## src/rtl/status_value_pkg.sv

```systemverilog
// Shared definitions for the status_value drain path: FSM states and skid-buffer sizing.
package status_value_pkg;

   typedef enum logic [1:0] {
      ST_RUN   = 2'd0,
      ST_FLUSH = 2'd1,
      ST_DONE  = 2'd2
   } state_t;

   typedef logic [1:0] count_t;

   localparam count_t SKID_DEPTH = 2'd2;

endpackage

```

## src/rtl/status_value_skid.sv

```systemverilog
// Two-entry in-order buffer with push, pop and clear; head and occupancy come straight from flops.
module status_value_skid
   import status_value_pkg::*;
#(
   parameter int WIDTH = 8
) (
   input  logic             clk,
   input  logic             rst_n,
   input  logic             push,
   input  logic [WIDTH-1:0] push_value,
   input  logic             pop,
   input  logic             clear,
   output logic [WIDTH-1:0] head,
   output count_t           count
);

   logic [WIDTH-1:0] slot0;
   logic [WIDTH-1:0] slot1;
   count_t           cnt;
   logic             push_ok;
   logic             pop_ok;

   // A pop frees a slot in the same cycle, so a push into a full buffer is legal only alongside it.
   assign pop_ok  = pop && (cnt != 2'd0);
   assign push_ok = push && ((cnt < SKID_DEPTH) || pop_ok);

   always_ff @(posedge clk or negedge rst_n) begin
      if (!rst_n) begin
         // NOTE: data slots are reset as well, so the head reads zero straight out of reset.
         slot0 <= '0;
         slot1 <= '0;
         cnt   <= 2'd0;
      end else if (clear) begin
         cnt <= 2'd0;
      end else begin
         case ({push_ok, pop_ok})
            2'b10: begin
               if (cnt == 2'd0) slot0 <= push_value;
               else             slot1 <= push_value;
               cnt <= cnt + 2'd1;
            end
            2'b01: begin
               slot0 <= slot1;
               cnt   <= cnt - 2'd1;
            end
            2'b11: begin
               if (cnt == 2'd1) begin
                  slot0 <= push_value;
               end else begin
                  slot0 <= slot1;
                  slot1 <= push_value;
               end
            end
            default: ;
         endcase
      end
   end

   assign head  = slot0;
   assign count = cnt;

endmodule

```

## src/rtl/status_value_drain.sv

```systemverilog
// Drains status_value_vector into a registered valid/ready stream via a 2-entry skid buffer,
// with a flush mode that discards queued entries and a saturating delivered-entry counter.
module status_value_drain
   import status_value_pkg::*;
#(
   parameter int WIDTH     = 8,
   parameter int CNT_WIDTH = 16
) (
   input  logic                 clk_i,
   input  logic                 rsn_i,
   input  logic [WIDTH-1:0]     sv_value_i,
   input  logic                 sv_valid_i,
   output logic                 sv_pull_o,
   output logic [WIDTH-1:0]     m_value_o,
   output logic                 m_valid_o,
   input  logic                 m_ready_i,
   input  logic                 flush_i,
   output logic                 flush_busy_o,
   output logic                 flush_done_o,
   output logic [CNT_WIDTH-1:0] pop_count_o
);

   localparam logic [CNT_WIDTH-1:0] CNT_MAX = '1;

   state_t state;
   state_t state_nxt;
   count_t buf_count;
   logic   push;
   logic   clear;
   logic   handshake;

   always_ff @(posedge clk_i or negedge rsn_i) begin
      if (!rsn_i) state <= ST_RUN;
      else        state <= state_nxt;
   end

   always_comb begin
      // NOTE: every output of this block gets a default first, so no path can infer a latch.
      state_nxt = state;
      sv_pull_o = 1'b0;
      push      = 1'b0;
      clear     = 1'b0;
      case (state)
         ST_RUN: begin
            // Pull depends only on the vector and occupancy, never on m_ready_i.
            sv_pull_o = sv_valid_i && (buf_count < SKID_DEPTH);
            if (flush_i) begin
               clear     = 1'b1;
               state_nxt = ST_FLUSH;
            end else begin
               push = sv_pull_o;
            end
         end
         ST_FLUSH: begin
            sv_pull_o = sv_valid_i;
            if (!sv_valid_i) state_nxt = ST_DONE;
         end
         ST_DONE:  state_nxt = ST_RUN;
         default:  state_nxt = ST_RUN;
      endcase
   end

   status_value_skid #(
      .WIDTH (WIDTH)
   ) u_skid (
      .clk        (clk_i),
      .rst_n      (rsn_i),
      .push       (push),
      .push_value (sv_value_i),
      .pop        (handshake),
      .clear      (clear),
      .head       (m_value_o),
      .count      (buf_count)
   );

   assign m_valid_o    = (buf_count != 2'd0);
   assign handshake    = m_valid_o && m_ready_i;
   assign flush_busy_o = (state == ST_FLUSH);
   assign flush_done_o = (state == ST_DONE);

   always_ff @(posedge clk_i or negedge rsn_i) begin
      if (!rsn_i) begin
         pop_count_o <= '0;
      end else if (handshake && (pop_count_o != CNT_MAX)) begin
         pop_count_o <= pop_count_o + CNT_WIDTH'(1);
      end
   end

endmodule
```

## config.mk

```make
export PLATFORM = sky130hd
export DESIGN_NAME = status_value_drain
export DESIGN_NICKNAME = d
export VERILOG_FILES = /design/src/rtl/status_value_pkg.sv /design/src/rtl/status_value_skid.sv /design/src/rtl/status_value_drain.sv
export SDC_FILE = /design/constraint.sdc
export NUM_CORES = 1
export LEC_CHECK = 0
export ABC_AREA = 1
export ABC_CLOCK_PERIOD_IN_PS = 2300
export CORE_MARGIN = 2
export CORE_UTILIZATION = 50
export CTS_CLUSTER_SIZE = 12
export DETAILED_ROUTE_END_ITERATION = 7
export PLACE_DENSITY = 0.79
export SLEW_MARGIN = 10
export SYNTH_ARGS = -nofsm -noshare
export SYNTH_HDL_FRONTEND = slang
export SYNTH_SLANG_ARGS = --single-unit
```

## constraint.sdc

```tcl
create_clock -name clk_i -period 2.3 [get_ports clk_i]
set_clock_uncertainty 0.15 [all_clocks]
set_input_delay 0.345 -clock clk_i [delete_from_list [all_inputs] [get_ports clk_i]]
set_output_delay 0.345 -clock clk_i [all_outputs]
set_load 0.01 [all_outputs]
```

Word-level counts from Yosys, hierarchy flattened
Index checks and enable logic that the tools add are counted.

word-level totals
  output and inout bits = 28
  input port bits = 13
  bits in registers = 36
  logic and storage cells = 53

cells by class
  add/subtract/negate cells = 3
  bitwise operators = 1
  equal/unequal tests = 12
  reduce and logical (&&, ||, !) cells = 15
  $lt $le $gt $ge = 1
  mux-type cells = 16

operators with widths
  operator                                            number
  two-way mux 8 bit                                   4
  one-hot mux 8 bit (3 select lines)                  1
  adder 16 x 1 -> 16 bit (second input constant)      1
  != test 16 bit (second input constant)              1
  one-hot mux 8 bit (2 select lines)                  1
  != test 2 bit (second input constant)               4
  one-hot mux 2 bit (2 select lines)                  2
  == test 2 x 1 -> 1 bit (second input constant)      3
  == test 2 bit (second input constant)               3
  two-way mux 2 bit                                   3
  nonzero test 3 bit                                  2
  logical AND 1 bit                                   5
  logical NOT 2 bit                                   2
  two-way mux 1 bit                                   4
  AND reduction 4 bit                                 1
  nonzero test 2 bit                                  2
  AND reduction 3 bit                                 1
  adder 2 x 1 -> 2 bit (second input constant)        1
  less-than comparator 2 bit (second input constant)  1
  != test 2 x 1 -> 1 bit (second input constant)      1
  one-hot mux 1 bit (2 select lines)                  1
  AND reduction 2 bit                                 1
  subtractor 2 x 1 -> 2 bit (second input constant)   1
  logical OR 1 bit                                    1
  NOT 1 bit                                           1

Longest topological paths before layout
Gate-level depths: netlist (run 1).

  depth after elaboration = 8
  depth in mapped cells = 10
  gate-level depth less buffers = 9

Modules after synthesis
From an unflattened synthesis (run 1), not the netlist that was laid out.

unflattened totals
  cell total of the unflattened synthesis = 303
  area, all modules = 2,119.5 um2

by module, submodules not included
  module              times used  cells each  area each (um2)  sequential area each (um2)
  status_value_drain  1           169         1,156.1          450.4
  status_value_skid   1           134         963.4            450.4

Worst setup path after synthesis (run 1)
Ideal clock, no wire load.

  path type = register to register
  start = reg u_skid.cnt[0], in the netlist u_skid.count[0]
  end = reg pop_count_o[3]
  library setup time = 0.065 ns
  period minus slack after synthesis = 1.604 ns
  path slack = 0.696 ns
  data required time = 2.085 ns
  path buffers = 2
  data arrival time = 1.389 ns
  cell stages (with the launch flop) = 10
  cell sequence = dfrtp_1 inv_1 ha_1 inv_1 nand2_1 buf_2 a21oi_2 buf_2 nand2_1 nand2_1

on the way
  longest elaborated chain between the ends = 3

RTL lines
  item                      line                      RTL
  start: declaration        status_value_skid.sv:19   count_t cnt;
  start signal: assignment  status_value_skid.sv:40   cnt <= cnt + 2'd1;
  start signal: assignment  status_value_skid.sv:44   cnt <= cnt - 2'd1;
  nonzero test 2 bit        status_value_drain.sv:76  assign m_valid_o = (buf_count != 2'd0);
  named net m_valid_o       status_value_drain.sv:15  output logic m_valid_o,
  logical AND 1 bit         status_value_drain.sv:77  assign handshake = m_valid_o && m_ready_i;
  logical AND 1 bit         status_value_drain.sv:84  end else if (handshake && (pop_count_o != CNT_MAX)) begin
  end signal: assignment    status_value_drain.sv:85  pop_count_o <= pop_count_o + CNT_WIDTH'(1);
  end: declaration          status_value_drain.sv:20  output logic [CNT_WIDTH-1:0] pop_count_o

The timed path passes the listed nets, and every way through them passes these cells.
A chain may end at the register's enable or synchronous reset.

Final worst setup path (run 1)
  start = in sv_valid_i
  end = out sv_pull_o

on the way
  longest elaborated chain between the ends = 2

RTL lines
  item                                    line                      RTL
  start: declaration                      status_value_drain.sv:12  input logic sv_valid_i,
  logical AND 1 bit                       status_value_drain.sv:46  sv_pull_o = sv_valid_i && (buf_count < SKID_DEPTH);
  one-hot mux 1 bit (2 select lines) (*)  status_value_drain.sv:43  case (state)
  end: declaration                        status_value_drain.sv:13  output logic sv_pull_o,

Every way passes the cells marked *; elsewhere a longest branch is shown, timed or not.

==> results of run 1 <==
## cell type report
type | count | area [um2]
clock buffers | 5 | 68.82
clock inverters | 3 | 42.54
fillers | 386 | 1540
inverters | 30 | 112.6
multi-input cells | 233 | 1119
flip-flops and latches | 36 | 900.9
well taps | 52 | 65.06
repair buffers | 46 | 445.4
## worst reg2reg max path: stages, from the launching register on
cell and delay, ps:
dfrtp_1 390, inv_1 120, ha_1 210, inv_1 60, nand2_1 70, buf_4 190, nand2_1 90, nand2_2 160
inv_1 160, nand2_1 120, nand2_1 50
## synth_stat cells (2+ instances only)
cell type    n
buf_2        4
o21ai_0     14
inv_1       26
a21oi_1      9
nand2_2      5
nand2_4      2
ha_1         3
nand3_1     35
nand4_1      8
nand3_2      2
inv_2        4
nor2_4       3
xnor2_1      7
dfrtp_1     36
nand2_1    117
nor2_1      23
## state kept, by name (all words and copies together), names as in the netlist
| register | flops |
|---|---|
| state | 2 |
| u_skid.head | 8 |
| pop_count_o | 16 |
| u_skid.count | 2 |
| u_skid.slot1 | 8 |
## power by group
group / total (mW) / internal (mW) / leakage (nW) / switching [mW]
logic: 1.25 / 0.555 / 0.807 / 0.691
clock network: 0.556 / 0.321 / 0.0541 / 0.235
registers: 1.00 / 0.838 / 0.452 / 0.163
## cells by family (layout without fill, tap and decap cells)
logic type	Yosys count	after routing	synth area share (%)
adder cells (fa/ha/maj)	3	3	1.706
flip-flops	36	36	40.93
AO/OA/AOI/OAI	24	24	5.628
XOR/XNOR	7	7	2.786
buffers and inverters	38	84	8.243
AND/OR/NAND/NOR	199	199	40.70
## worst max-delay path by stage
stage | to | startpoint | slack (ps)
final | sv_pull_o | sv_valid_i | 140
after global routing | sv_pull_o | sv_valid_i | 40
after CTS | sv_pull_o | sv_valid_i | 120
after detailed placement | sv_pull_o | sv_valid_i | 130
after global placement | sv_pull_o | sv_valid_i | 140
after floorplan | pop_count_o[3] | u_skid.count[0] | 700
## per-layer routing
metal | GRT usage (%) | vias up | share of wire, %
li1 | - | 1061 | -
met4 | 6.838 | 0 | 1.2
met1 | 29.11 | 949 | 44
met5 | 0 | - | 0
met3 | 3.896 | 6 | 5.3
met2 | 35.53 | 67 | 49
## per-stage QoR
stage | hold WS (ps) | setup WS, ps | util [%] | cells
floorplan | -100.6 | 695.6 | - | 307
global placement | 318.9 | 138.5 | 61.54 | 397
detailed placement | 323.2 | 130.0 | 61.54 | 397
CTS | 342.4 | 124.1 | 64.13 | 405
global route | 373.9 | 38.62 | 64.13 | 405
finish | 321.2 | 135.2 | 64.13 | 405
==> flow_summary_export.csv, run 1 <==
group,metric,value,unit
logic_synthesis,avgSynthCellArea,7.169,um2
logic_synthesis,ys_seq_area_share,40.93,%
critical_path,crit_chain,"clkdlybuf4s50_1 > inv_1 > nor2_1 > nand2_1 > nand2_1 > clkdlybuf4s50_1",
global_routing,grt_pass1_wl,8.542,mm
global_routing,antenna_found_initial,0,
sta,maxSlewHeadroom,65.68,%
sta,finalCritPeriodShare,94.12,%
die,core-area,4294,um2
logic_synthesis,synth_cells,307,
die,fp.dieArea,4948,um2
sta,fmax,0.4619,GHz
drt,drt-initial-drc-count,189,
clocking,cts_buffers,5,
critical_path,cp.required,1800,ps
logic_synthesis,synth_cell_types,25,
run_status,outcome,"complete, no violations",
die,rows,24,
cells_and_area,fin_area,2754,um2
cells_and_area,num-nets-final,368,
logic_synthesis,yosys_most_used_dff,"dfrtp_1",
critical_path,worstReg2RegStart,"u_skid.count[1]",
sta,hold_viol,0,
placement,numPortBuffers,40,
logic_synthesis,synth_top_cell_by_area,"dfrtp_1",
logic_synthesis,synth-edff-count,0,
cells_and_area,final_common_cell,"nand2_1",
global_routing,first_global_vias,1884,
drt,dr.pass1.iters,4,
clocking,clock-sinks,36,
critical_path,cp-start-kind,"primary input",
drt,post_drt_wl_per_cell,12.14,um
sta,finalSetupViolCount,0,
logic_synthesis,synth.area.top_cells,"dfrtp_1, nand2_1, nand3_1",
sta,layout_min_cycle_time,2165,ps
drt,vias,2083,
power_and_ir_drop,p_leak,1.313,nW
sta,tightest_slew,514.9,ps
clocking,cts_buffer_depth,2,
drt,finalWirelength,4.916,mm
cells_and_area,drive_gt1_share,9.348,%
clocking,cts_resized,0,
placement,place_hpwl,3.587,mm
global_routing,grt_usage,21.69,%
die,start_util,51.25,%
power_and_ir_drop,cellPowerDensity,1018,nW/um2
logic_synthesis,synthArstFlopShare,100.0,%
hold_path,min_path_type,"primary input to asynchronous set/reset pin",
critical_path,arrival,1670,ps
cells_and_area,antenna_cells,0,
drt,detail-route-antenna-nets,0,
die,die_x,70.35,um
sta,drv_slew,0,
critical_path,cp.buffers_inverters,3,
critical_path,cp-end-kind,"primary output",
flow_run,maxCapViolCount,0,
critical_path,r2r_cells,10,
placement,detailed_place.area,2643,um2
critical_path,crit_fanout,4,
logic_synthesis,synth_nets,323,
clocking,cts_setup_buffers,0,
placement,gp_congestion,0.8104,
logic_synthesis,synth_top_cell_area_share,40.93,%
critical_path,rrSetupSlack,450,ps
logic_synthesis,syn_area,2201,um2
clocking,clk_pin_slew,80,ps
critical_path,r2r-end,"u_skid.head[6]",
sta,rsz0062_at_grt,"no",
drt,avgViaCountPerCell,5.143,
drt,drt_drc_violations_left,0,
clocking,cts_tree,"built",
logic_synthesis,yosys_warnings,0,
logic_synthesis,ys_seq_elements,36,
clocking,hold_buffers,0,
clocking,clk_latency,290,ps
critical_path,max_stage_delay,530,ps
critical_path,path_depth,6,
global_routing,overflow,0,
power_and_ir_drop,ir_drop,0.5591,mV
global_routing,grt_start_max_net_pins,37,
die,num_io_pins,41,
clocking,root_buffer,"clkbuf_8",
cells_and_area,syn_to_final_growth,25.13,%
sta,finalSetupTns,0,ps
clocking,htreeDepth,2,
critical_path,slowest_stage,"clkdlybuf4s50_1",
critical_path,worst_path_dominant_cell_family,"buffers and inverters",
critical_path,critical_path_class,"primary input to primary output",
power_and_ir_drop,fin_total_pwr,2.804,mW
cells_and_area,mostFrequentLayoutCells,"nand2_1, clkdlybuf4s50_1, dfrtp_1",
die,die_h,70.35,um
(Power assumes the default switching activity.)
==> run 2, diff against run 1 <==
--- a/config.mk
+++ b/config.mk
@@ -7,6 +7,7 @@
 export LEC_CHECK = 0
 export ABC_AREA = 1
 export ABC_CLOCK_PERIOD_IN_PS = 2300
+export CAP_MARGIN = 20
 export CORE_MARGIN = 2
 export CORE_UTILIZATION = 50
 export CTS_CLUSTER_SIZE = 12
==> results of run 2 <==
Same layout as run 1: the final DEF is identical, and so are final timing and power.
